### src/rtl/fifo_line_reader.sv
// ----------------------------------------------------------------------------
// fifo_line_reader
//
// Pulls one video line at a time out of an upstream FIFO and presents it as a
// valid/ready pixel stream with line and frame markers. A line is only started
// once the FIFO holds a whole line. Reads are issued into a small skid buffer
// sized so that every read in flight always has a slot, which lets the
// downstream stall at any time without losing data.
//
// Ports
//   clk                 : single clock for all logic
//   rst                 : synchronous, active-high reset
//   fifo_rd_data        : FIFO read data, valid RD_LATENCY cycles after fifo_rd_en
//   fifo_rd_empty       : FIFO empty flag
//   fifo_rd_water_level : FIFO occupancy
//   fifo_rd_en          : FIFO read enable
//   m_data / m_valid    : output pixel and valid
//   m_ready             : downstream ready
//   m_sol / m_eol       : first / last pixel of a line
//   m_sof / m_eof       : first / last pixel of a frame
//   line_done           : one-cycle pulse after the last pixel of a line is taken
// ----------------------------------------------------------------------------
module fifo_line_reader #(
  parameter int DATA_WIDTH  = 24,
  parameter int LEVEL_WIDTH = 12,
  parameter int H_ACTIVE    = 1920,
  parameter int V_ACTIVE    = 1080,
  parameter int RD_LATENCY  = 1
) (
  input  logic                   clk,
  input  logic                   rst,
  input  logic [DATA_WIDTH-1:0]  fifo_rd_data,
  input  logic                   fifo_rd_empty,
  input  logic [LEVEL_WIDTH-1:0] fifo_rd_water_level,
  output logic                   fifo_rd_en,
  output logic [DATA_WIDTH-1:0]  m_data,
  output logic                   m_valid,
  input  logic                   m_ready,
  output logic                   m_sol,
  output logic                   m_eol,
  output logic                   m_sof,
  output logic                   m_eof,
  output logic                   line_done
);

  localparam int SKID_DEPTH = RD_LATENCY + 1;
  localparam int PTR_W      = $clog2(SKID_DEPTH);
  localparam int OCC_W      = $clog2(SKID_DEPTH + 1);
  localparam int INF_W      = $clog2(RD_LATENCY + 1);
  localparam int SUM_W      = OCC_W + 2;
  localparam int CNT_W      = $clog2(H_ACTIVE + 1);
  localparam int LN_W       = $clog2(V_ACTIVE + 1);

  localparam logic [CNT_W-1:0] H_MAX  = CNT_W'(H_ACTIVE);
  localparam logic [CNT_W-1:0] H_LAST = CNT_W'(H_ACTIVE - 1);
  localparam logic [LN_W-1:0]  V_LAST = LN_W'(V_ACTIVE - 1);

  typedef enum logic [1:0] {
    IDLE   = 2'd0,
    STREAM = 2'd1,
    DRAIN  = 2'd2
  } state_t;

  state_t            state_q;
  logic [CNT_W-1:0]  rd_cnt_q;
  logic [CNT_W-1:0]  out_cnt_q;
  logic [LN_W-1:0]   line_cnt_q;
  logic              line_done_q;

  // Read-return tracking: one valid bit per pipeline stage of the FIFO.
  logic              ret_vld_q [RD_LATENCY];
  logic [INF_W-1:0]  inflight_q, inflight_d;

  // Skid buffer
  logic [DATA_WIDTH-1:0] skid_mem_q [SKID_DEPTH];
  logic [PTR_W-1:0]      wr_ptr_q, rd_ptr_q;
  logic [OCC_W-1:0]      occ_q, occ_d;

  logic hs;
  logic ret;
  logic room;
  logic level_ok;
  logic eol_pos;

  function automatic logic [PTR_W-1:0] ptr_inc(input logic [PTR_W-1:0] p);
    return (p == PTR_W'(SKID_DEPTH - 1)) ? '0 : p + PTR_W'(1);
  endfunction

  assign hs       = m_valid && m_ready;
  assign ret      = ret_vld_q[RD_LATENCY-1];
  assign level_ok = (32'(fifo_rd_water_level) >= 32'(H_ACTIVE));
  assign eol_pos  = (out_cnt_q == H_LAST);

  // A new read is only issued if the skid buffer can hold it together with
  // everything already in flight, crediting the pop taking place this cycle.
  assign room = (SUM_W'(occ_q) + SUM_W'(inflight_q) - SUM_W'(hs)) < SUM_W'(SKID_DEPTH);

  // Outputs are forced low combinationally during reset so that nothing
  // leaks out in the first reset cycle, before the registers have cleared.
  assign fifo_rd_en = !rst && (state_q == STREAM) && !fifo_rd_empty &&
                      (rd_cnt_q < H_MAX) && room;
  assign m_valid    = !rst && (occ_q != '0);
  assign m_data     = m_valid ? skid_mem_q[rd_ptr_q] : '0;
  assign m_sol      = m_valid && (out_cnt_q == '0);
  assign m_eol      = m_valid && eol_pos;
  assign m_sof      = m_sol && (line_cnt_q == '0);
  assign m_eof      = m_eol && (line_cnt_q == V_LAST);
  assign line_done  = !rst && line_done_q;

  assign inflight_d = inflight_q + INF_W'(fifo_rd_en) - INF_W'(ret);
  assign occ_d      = occ_q + OCC_W'(ret) - OCC_W'(hs);

  // --------------------------------------------------------------------------
  // Control FSM and position counters
  // --------------------------------------------------------------------------
  always_ff @(posedge clk) begin
    if (rst) begin
      state_q     <= IDLE;
      rd_cnt_q    <= '0;
      out_cnt_q   <= '0;
      line_cnt_q  <= '0;
      line_done_q <= 1'b0;
    end else begin
      line_done_q <= 1'b0;

      if (hs) begin
        out_cnt_q <= eol_pos ? '0 : out_cnt_q + CNT_W'(1);
        if (eol_pos) begin
          line_cnt_q <= (line_cnt_q == V_LAST) ? '0 : line_cnt_q + LN_W'(1);
        end
      end

      case (state_q)
        IDLE: begin
          rd_cnt_q <= '0;
          if (level_ok) begin
            state_q <= STREAM;
          end
        end
        STREAM: begin
          if (fifo_rd_en) begin
            rd_cnt_q <= rd_cnt_q + CNT_W'(1);
            // Last read of the line: remaining work is only emptying the skid.
            if (rd_cnt_q == H_LAST) begin
              state_q <= DRAIN;
            end
          end
        end
        DRAIN: begin
          if (hs && eol_pos) begin
            state_q     <= IDLE;
            line_done_q <= 1'b1;
          end
        end
        default: state_q <= IDLE;
      endcase
    end
  end

  // --------------------------------------------------------------------------
  // Read-return pipeline. Cleared on reset so data for reads issued before
  // reset is never captured.
  // --------------------------------------------------------------------------
  for (genvar gi = 0; gi < RD_LATENCY; gi++) begin : g_ret
    if (gi == 0) begin : g_first
      always_ff @(posedge clk) begin
        if (rst) ret_vld_q[gi] <= 1'b0;
        else     ret_vld_q[gi] <= fifo_rd_en;
      end
    end else begin : g_next
      always_ff @(posedge clk) begin
        if (rst) ret_vld_q[gi] <= 1'b0;
        else     ret_vld_q[gi] <= ret_vld_q[gi-1];
      end
    end
  end

  // --------------------------------------------------------------------------
  // Skid buffer bookkeeping
  // --------------------------------------------------------------------------
  always_ff @(posedge clk) begin
    if (rst) begin
      wr_ptr_q   <= '0;
      rd_ptr_q   <= '0;
      occ_q      <= '0;
      inflight_q <= '0;
    end else begin
      inflight_q <= inflight_d;
      occ_q      <= occ_d;
      if (ret) wr_ptr_q <= ptr_inc(wr_ptr_q);
      if (hs)  rd_ptr_q <= ptr_inc(rd_ptr_q);
    end
  end

  always_ff @(posedge clk) begin
    if (!rst && ret) begin
      skid_mem_q[wr_ptr_q] <= fifo_rd_data;
    end
  end

endmodule

### config.mk
export PLATFORM = sky130hd
export DESIGN_NAME = fifo_line_reader
export DESIGN_NICKNAME = d
export VERILOG_FILES = /design/src/rtl/fifo_line_reader.sv
export SDC_FILE = /design/constraint.sdc
export NUM_CORES = 1
export LEC_CHECK = 0
export CORE_ASPECT_RATIO = 0.6
export CORE_UTILIZATION = 25
export DETAILED_ROUTE_END_ITERATION = 8
export PLACE_DENSITY = 0.41
export SYNTH_ARGS = -nofsm -noshare
export SYNTH_HDL_FRONTEND = slang
export SYNTH_SLANG_ARGS = --single-unit
export TNS_END_PERCENT = 100
### constraint.sdc
create_clock -name clk -period 7 [get_ports clk]
set_input_delay 0.7 -clock clk [delete_from_list [all_inputs] [get_ports clk]]
set_output_delay 0.7 -clock clk [all_outputs]
set_load 0.05 [all_outputs]
**Word-level counts from Yosys, hierarchy flattened**

Memories as Yosys holds them, arrays and structs flattened. A register that Yosys moved wholly into a read port is not among the register bits.
Cells that the tools add are included.
Widths: inputs -> output; s select.

- Register bits after elaboration: 41
- RAM bits: 49
- Output and inout port bits: 31
- Word-level logic and storage cells: 82
- Memories: 2

- Add/subtract/negate cells: 11
- Magnitude comparators: 3
- Eq/ne operators: 9
- Muxes and demuxes: 22
- Bitwise gates (word level): 1
- Reductions and logical operators: 25

Memory list:

| name | words | bits a word | read ports | clocked after memory_dff | write ports | line | text |
|---|---|---|---|---|---|---|---|
| skid_mem_q | 2 | 24 | 1 | 1 | 1 | 75 | `logic [DATA_WIDTH-1:0] skid_mem_q [SKID_DEPTH];` |
| ret_vld_q | 1 | 1 | 1 | 0 | 1 | 71 | `logic ret_vld_q [RD_LATENCY];` |

Operators with widths:

| kind | number |
|---|---|
| $add 11x1->11 const B | 3 |
| $eq 11x11->1 const B | 3 |
| $mux 11 | 3 |
| $mux 24 | 1 |
| $logic_not 11->1 | 2 |
| $pmux 11 s2 | 1 |
| $logic_and 1x1->1 | 13 |
| $ge 12x11->1 const B | 1 |
| $mux 1 | 12 |
| $lt 11x11->1 const B | 1 |
| $mux 2 | 4 |
| $ne 2x2->1 const B | 3 |
| $pmux 2 s3 | 1 |
| $lt 4x2->1 const B | 1 |
| $reduce_and 2->1 | 2 |
| $reduce_and 4->1 | 1 |
| $reduce_bool 2->1 | 2 |
| $sub 3x1->4 | 1 |
| $add 2x1->3 | 1 |
| $add 1x1->1 const B | 2 |
| $add 2x1->2 | 1 |
| $eq 2x1->1 const B | 1 |
| $eq 2x2->1 const B | 1 |
| $logic_not 1->1 | 2 |
| other kinds (8) | 8 |

**Depth between registers and ports, before layout**

- Depth in word-level cells: 8
- Depth in mapped cells: 15
- Mapped depth without buffers: 12

**Worst setup path before layout**

Ideal clock, no wire load.

- Path type: input port to output port
- Start: input port rst
- End: output port fifo_rd_en
- Arrival time: 3165 ps
- Required time: 6300 ps
- Path slack: 3135 ps
- Cell stages on the path: 13
- Path buffers: 3
- Cells stage by stage: buf_6 clkinv_2 o21ai_2 inv_2 buf_2 nand2_1 nand2_1 a21boi_0 fa_1 nor4_4 nand4_2 buf_6 inv_1

- Longest elaborated chain between the ends: 6
- Elaborated cells on any way between the ends: 9

RTL lines:

| what | line | text |
|---|---|---|
| start: declaration | 31 | `input logic rst,` |
| $logic_not 1->1 | 102 | `assign m_valid = !rst && (occ_q != '0);` |
| $logic_and 1x1->1 | 102 |  |
| net m_valid | 37 | `output logic m_valid,` |
| $logic_and 1x1->1 | 89 | `assign hs = m_valid && m_ready;` |
| $sub 3x1->4 | 96 | `assign room = (SUM_W'(occ_q) + SUM_W'(inflight_q) - SUM_W'(hs)) < SUM_W'(SKID_DEPTH);` |
| $lt 4x2->1 | 96 |  |
| $logic_and 1x1->1 | 101 | `(rd_cnt_q < H_MAX) && room;` |
| end: declaration | 35 | `output logic fifo_rd_en,` |

The timed path passes the listed nets, and every way through them passes these cells.

**Final worst setup path**

- Start: input port rst
- End: output port fifo_rd_en

- Longest elaborated chain between the ends: 6
- Elaborated cells on any way between the ends: 9

RTL lines:

| what | line |
|---|---|
| $logic_not 1->1 * | 100, 102 |
| $logic_and 1x1->1 | 102 |
| $logic_and 1x1->1 | 89 |
| $sub 3x1->4 | 96 |
| $lt 4x2->1 | 96 |
| $logic_and 1x1->1 * | 101 |

Mark *: on every way between the ends. The rest lies on a longest branch, timed or not.

==> run_summary.xml <==
<?xml version="1.0" encoding="UTF-8"?>
<metrics>
  <group name="clock_network">
    <metric name="holdBufCountCts" unit="">0</metric>
    <metric name="clock-sinks" unit="">91</metric>
    <metric name="post_cts_sizing_count" unit="">0</metric>
    <metric name="cts_buf_count" unit="">9</metric>
    <metric name="clockRootBuffer" unit="">clkbuf_16</metric>
    <metric name="clk_path_buf_depth" unit="">2</metric>
    <metric name="tritoncts" unit="">yes</metric>
    <metric name="ctsHtreeMaxLevel" unit="">3</metric>
    <metric name="postCtsSetupRepairBufs" unit="">0</metric>
    <metric name="worst_setup_hold_path_clk_slew" unit="ns">0.07</metric>
    <metric name="clkLatencyLatePin" unit="ns">0.34</metric>
  </group>
  <group name="min_path">
    <metric name="worst_hold_path_type" unit="">reg2reg</metric>
  </group>
  <group name="sta">
    <metric name="worst_pin_slew" unit="ns">0.873</metric>
    <metric name="timing.final.crit_period" unit="ns">5.48</metric>
    <metric name="setup_ws" unit="ns">1.52</metric>
    <metric name="totalNegativeSetupSlack" unit="ns">0</metric>
    <metric name="layout_worst_path_cycle_share" unit="%">78.3</metric>
    <metric name="fmax" unit="MHz">182</metric>
    <metric name="slew-limit-headroom" unit="%">41.7</metric>
    <metric name="slew_viol_final" unit="">0</metric>
    <metric name="finalClockSkew" unit="ns">0.00670</metric>
    <metric name="finalSetupViolCount" unit="">0</metric>
    <metric name="rsz0062_at_grt" unit="">false</metric>
    <metric name="report.final.hold_viol_count" unit="">0</metric>
  </group>
  <group name="setup_path">
    <metric name="critical_path.reg2reg.endpoint" unit="">rd_cnt_q[6]</metric>
    <metric name="worstPathCellList" unit="">clkdlybuf4s50_1 &gt; buf_4 &gt; clkinv_2 &gt; o21ai_2 &gt; inv_2 &gt; and2_1 &gt; nand2b_1 &gt; a21boi_0 &gt; fa_1 &gt; nor4_4 &gt; nand4_2 &gt; inv_1 &gt; clkdlybuf4s50_1</metric>
    <metric name="ff_to_ff_start" unit="">occ_q[1]</metric>
    <metric name="end_kind" unit="">output port</metric>
    <metric name="max_stage_delay" unit="ns">0.84</metric>
    <metric name="reg2reg_depth" unit="">10</metric>
    <metric name="setup.reg_to_reg.worst_slack" unit="ns">3.45</metric>
    <metric name="path_max_fanout" unit="">22</metric>
    <metric name="timing.critical_path.from" unit="">rst</metric>
    <metric name="critPathMostFrequentCell" unit="">clkdlybuf4s50_1</metric>
    <metric name="worst-endpoint-required" unit="ns">6.30</metric>
    <metric name="cp-start-kind" unit="">input pin</metric>
    <metric name="critPathCapture" unit="">fifo_rd_en</metric>
    <metric name="cpMaxStageDelayCell" unit="">clkdlybuf4s50_1</metric>
    <metric name="worst-endpoint-arrival" unit="ns">4.78</metric>
    <metric name="worstSetupPathType" unit="">in2out</metric>
  </group>
  <group name="logic_synthesis">
    <metric name="synth_compound_gate_area_share" unit="%">7.88</metric>
    <metric name="synth_ff_type" unit="">edfxtp_1</metric>
    <metric name="synth_top_area_cell" unit="">edfxtp_1</metric>
    <metric name="synth_xor_xnor_area_share" unit="%">3.49</metric>
    <metric name="synth_edf_count" unit="">48</metric>
    <metric name="synth.ff_latch_count" unit="">91</metric>
    <metric name="share_of_cell_area_taken_by_muxes_after_synthesis" unit="%">6.23</metric>
    <metric name="post_synth_num_cell_types" unit="">47</metric>
    <metric name="syn-cell-area" unit="µm²">4020</metric>
    <metric name="ys.warnings.count" unit="">0</metric>
    <metric name="leading_cell_types_by_total_area_after_synthesis" unit="">edfxtp_1 36%, dfxtp_1 21%, mux2i_1 6.2%</metric>
    <metric name="largest_family_of_logic_cells_by_synthesized_area" unit="">simple AND/OR/NAND/NOR gates</metric>
    <metric name="postSynth.asyncResetShare" unit="%">0</metric>
    <metric name="syn_area_per_cell" unit="µm²">11.3</metric>
    <metric name="yosys.area.top_type_share" unit="%">35.9</metric>
    <metric name="net_count_of_the_mapped_netlist" unit="">404</metric>
    <metric name="synth_simple_gate_area_share" unit="%">19.7</metric>
    <metric name="area_share_of_fa_ha_maj_cells_after_synthesis" unit="%">2.37</metric>
    <metric name="synth-seq-area-share" unit="%">57.3</metric>
    <metric name="post_synth_inst_count" unit="">357</metric>
  </group>
  <group name="global_routing">
    <metric name="grt_pass1_vias" unit="">2804</metric>
    <metric name="grt_first_pass_wirelength" unit="µm">15000</metric>
    <metric name="overflow" unit="">0</metric>
    <metric name="grtUsageTotal" unit="%">11.7</metric>
    <metric name="antenna_violations_before_repair" unit="">0</metric>
    <metric name="grt_max_degree" unit="">29</metric>
  </group>
  <group name="power_and_ir_drop">
    <metric name="vdd_ir_drop_max" unit="mV">0.0946</metric>
    <metric name="powerDensity" unit="nW/µm²">226</metric>
    <metric name="p_leak" unit="nW">1.62</metric>
  </group>
  <group name="layout">
    <metric name="regArea" unit="µm²">2300</metric>
    <metric name="fillcell_total" unit="">1555</metric>
    <metric name="num_antenna_cells" unit="">0</metric>
    <metric name="multiInputGateArea" unit="µm²">1600</metric>
    <metric name="post_layout_nonfiller_instances" unit="">628</metric>
    <metric name="area_growth" unit="%">28.1</metric>
    <metric name="nets" unit="">467</metric>
    <metric name="post_route_cells_drive_above_1_share" unit="%">7.06</metric>
  </group>
  <group name="die">
    <metric name="die_h" unit="µm">100</metric>
    <metric name="placeable_core_area" unit="µm²">15500</metric>
    <metric name="initial_utilization" unit="%">25.9</metric>
    <metric name="std_cell_rows" unit="">35</metric>
    <metric name="top_ports" unit="">71</metric>
    <metric name="design.die.area" unit="µm²">16600</metric>
    <metric name="dieWidth" unit="µm">166</metric>
  </group>
  <group name="detailed_routing">
    <metric name="routed_wl" unit="µm">9280</metric>
    <metric name="detail_route.drc_violations" unit="">8</metric>
    <metric name="route.vias.total" unit="">2902</metric>
    <metric name="route.detailed.wl_per_inst" unit="µm">14.8</metric>
    <metric name="first_pass_iters" unit="">6</metric>
    <metric name="drt-vias-per-instance" unit="">4.62</metric>
    <metric name="count_of_nets_left_with_antenna_violations_after_detail_routing" unit="">0</metric>
    <metric name="initialDrtViolationCount" unit="">175</metric>
  </group>
  <group name="status">
    <metric name="run_status" unit="">complete, but fails checks</metric>
    <metric name="failing_checks" unit="">design-rule violations</metric>
  </group>
  <group name="place">
    <metric name="portBuffers" unit="">63</metric>
    <metric name="placed_cells_incl_taps" unit="">612</metric>
    <metric name="detailedPlacementHpwl" unit="µm">6200</metric>
    <metric name="gp_routability_congestion" unit="">0.704</metric>
    <metric name="dpl_worst_slack" unit="ns">1.49</metric>
  </group>
  <group name="flow_run">
    <metric name="maxCapViolCount" unit="">0</metric>
  </group>
</metrics>
[logic make-up after synthesis]
kind of cell | Yosys count
flip-flops | 91
adder cells (fa/ha/maj) | 7
AO/OA/AOI/OAI | 50
AND/OR/NAND/NOR | 141
multiplexers | 25
buffers and inverters | 27
XOR/XNOR | 16
[Yosys cell counts, types with 4 or more instances]
library cell,count
or4_1,13
nand4_1,10
buf_2,4
o31ai_1,13
o21ai_0,7
a21oi_1,20
nand3_1,12
xor2_1,8
mux2i_1,25
dfxtp_1,43
and3_1,6
edfxtp_1,48
nor3_1,6
buf_1,5
xnor2_1,8
nor2_1,42
nor4_1,6
and4_1,7
nand2_1,15
ha_1,6
or3_1,5
inv_1,9
clkbuf_1,5
[cell type report]
type / count / area share (%)
clock buffers: 9 / 4.37
clock inverters: 7 / 1.14
inverters: 11 / 0.826
multi-input cells: 239 / 31.0
flip-flops and latches: 91 / 44.7
well taps: 203 / 4.93
repair buffers: 68 / 13.0
[worst min-delay path by stage]
stage	cells after the start	slack [ns]	startpoint	endpoint
6_report	2	0.50	rd_cnt_q[6]	rd_cnt_q[6]
2_1_floorplan	2	0.46	rd_cnt_q[6]	rd_cnt_q[6]
3_3_place_gp	2	0.48	rd_cnt_q[6]	rd_cnt_q[6]
5_1_grt	2	0.51	line_cnt_q[8]	line_cnt_q[8]
4_1_cts	2	0.50	rd_cnt_q[6]	rd_cnt_q[6]
3_5_place_dp	2	0.49	rd_cnt_q[6]	rd_cnt_q[6]
[sequential cells by signal, summed over array words and instances (netlist names), named ones only]
signal,flops
skid_mem_q,48
line_cnt_q,11
out_cnt_q,11
rd_cnt_q,11
occ_q,2
state_q,2
inflight_q,1
line_done_q,1
rd_ptr_q,1
ret_vld_q,1
wr_ptr_q,1
[stage by stage]
stage	utilization [%]	total power [W]	cell area [µm²]	hold WS [ns]
floorplan	-	0.000663	4020	0.461
global placement	31.3	0.000713	4870	0.475
CTS	33.1	0.00119	5150	0.498
global route	33.1	0.00121	5150	0.510
finish	33.1	0.00116	5150	0.499
detailed placement	31.3	0.000714	4870	0.488
[cell usage in the layout, fill, tap and decap left out, types with 9 or more instances in the layout]
master and n:
clkbuf_16 9, or4_1 13, nand2_1 15, nor2_1 42, edfxtp_1 48, a21oi_1 20, dfxtp_1 43, clkdlybuf4s50_1 63
nand4_1 10, mux2i_1 25, o31ai_1 13, nand3_1 12, inv_1 9
[report_power, final]
group | internal (W) | switching [W] | leakage, nW | total [W]
Clock | 0.000246 | 0.000216 | 0.133 | 0.000462
Sequential | 0.000569 | 0.00000545 | 0.780 | 0.000574
Combinational | 0.0000502 | 0.0000756 | 0.706 | 0.000126
[metal layers]
metal  wire [µm]  up-vias  track usage, %
met5           0        -               0
met4          35        0            3.02
met3         324        2            3.23
met2        3730       51            16.5
met1        5200     1384            17.4
li1            -     1465               -
[critical path, delay by kind of cell]
family                     cells  cell delay (ns)
AOI/OAI and AO/OA              2             0.36
adders and majority gates      1             0.51
buffers and inverters          6             2.01
and+or+nand+nor                4             1.19
Note: power is estimated with default switching activity, not from simulation.
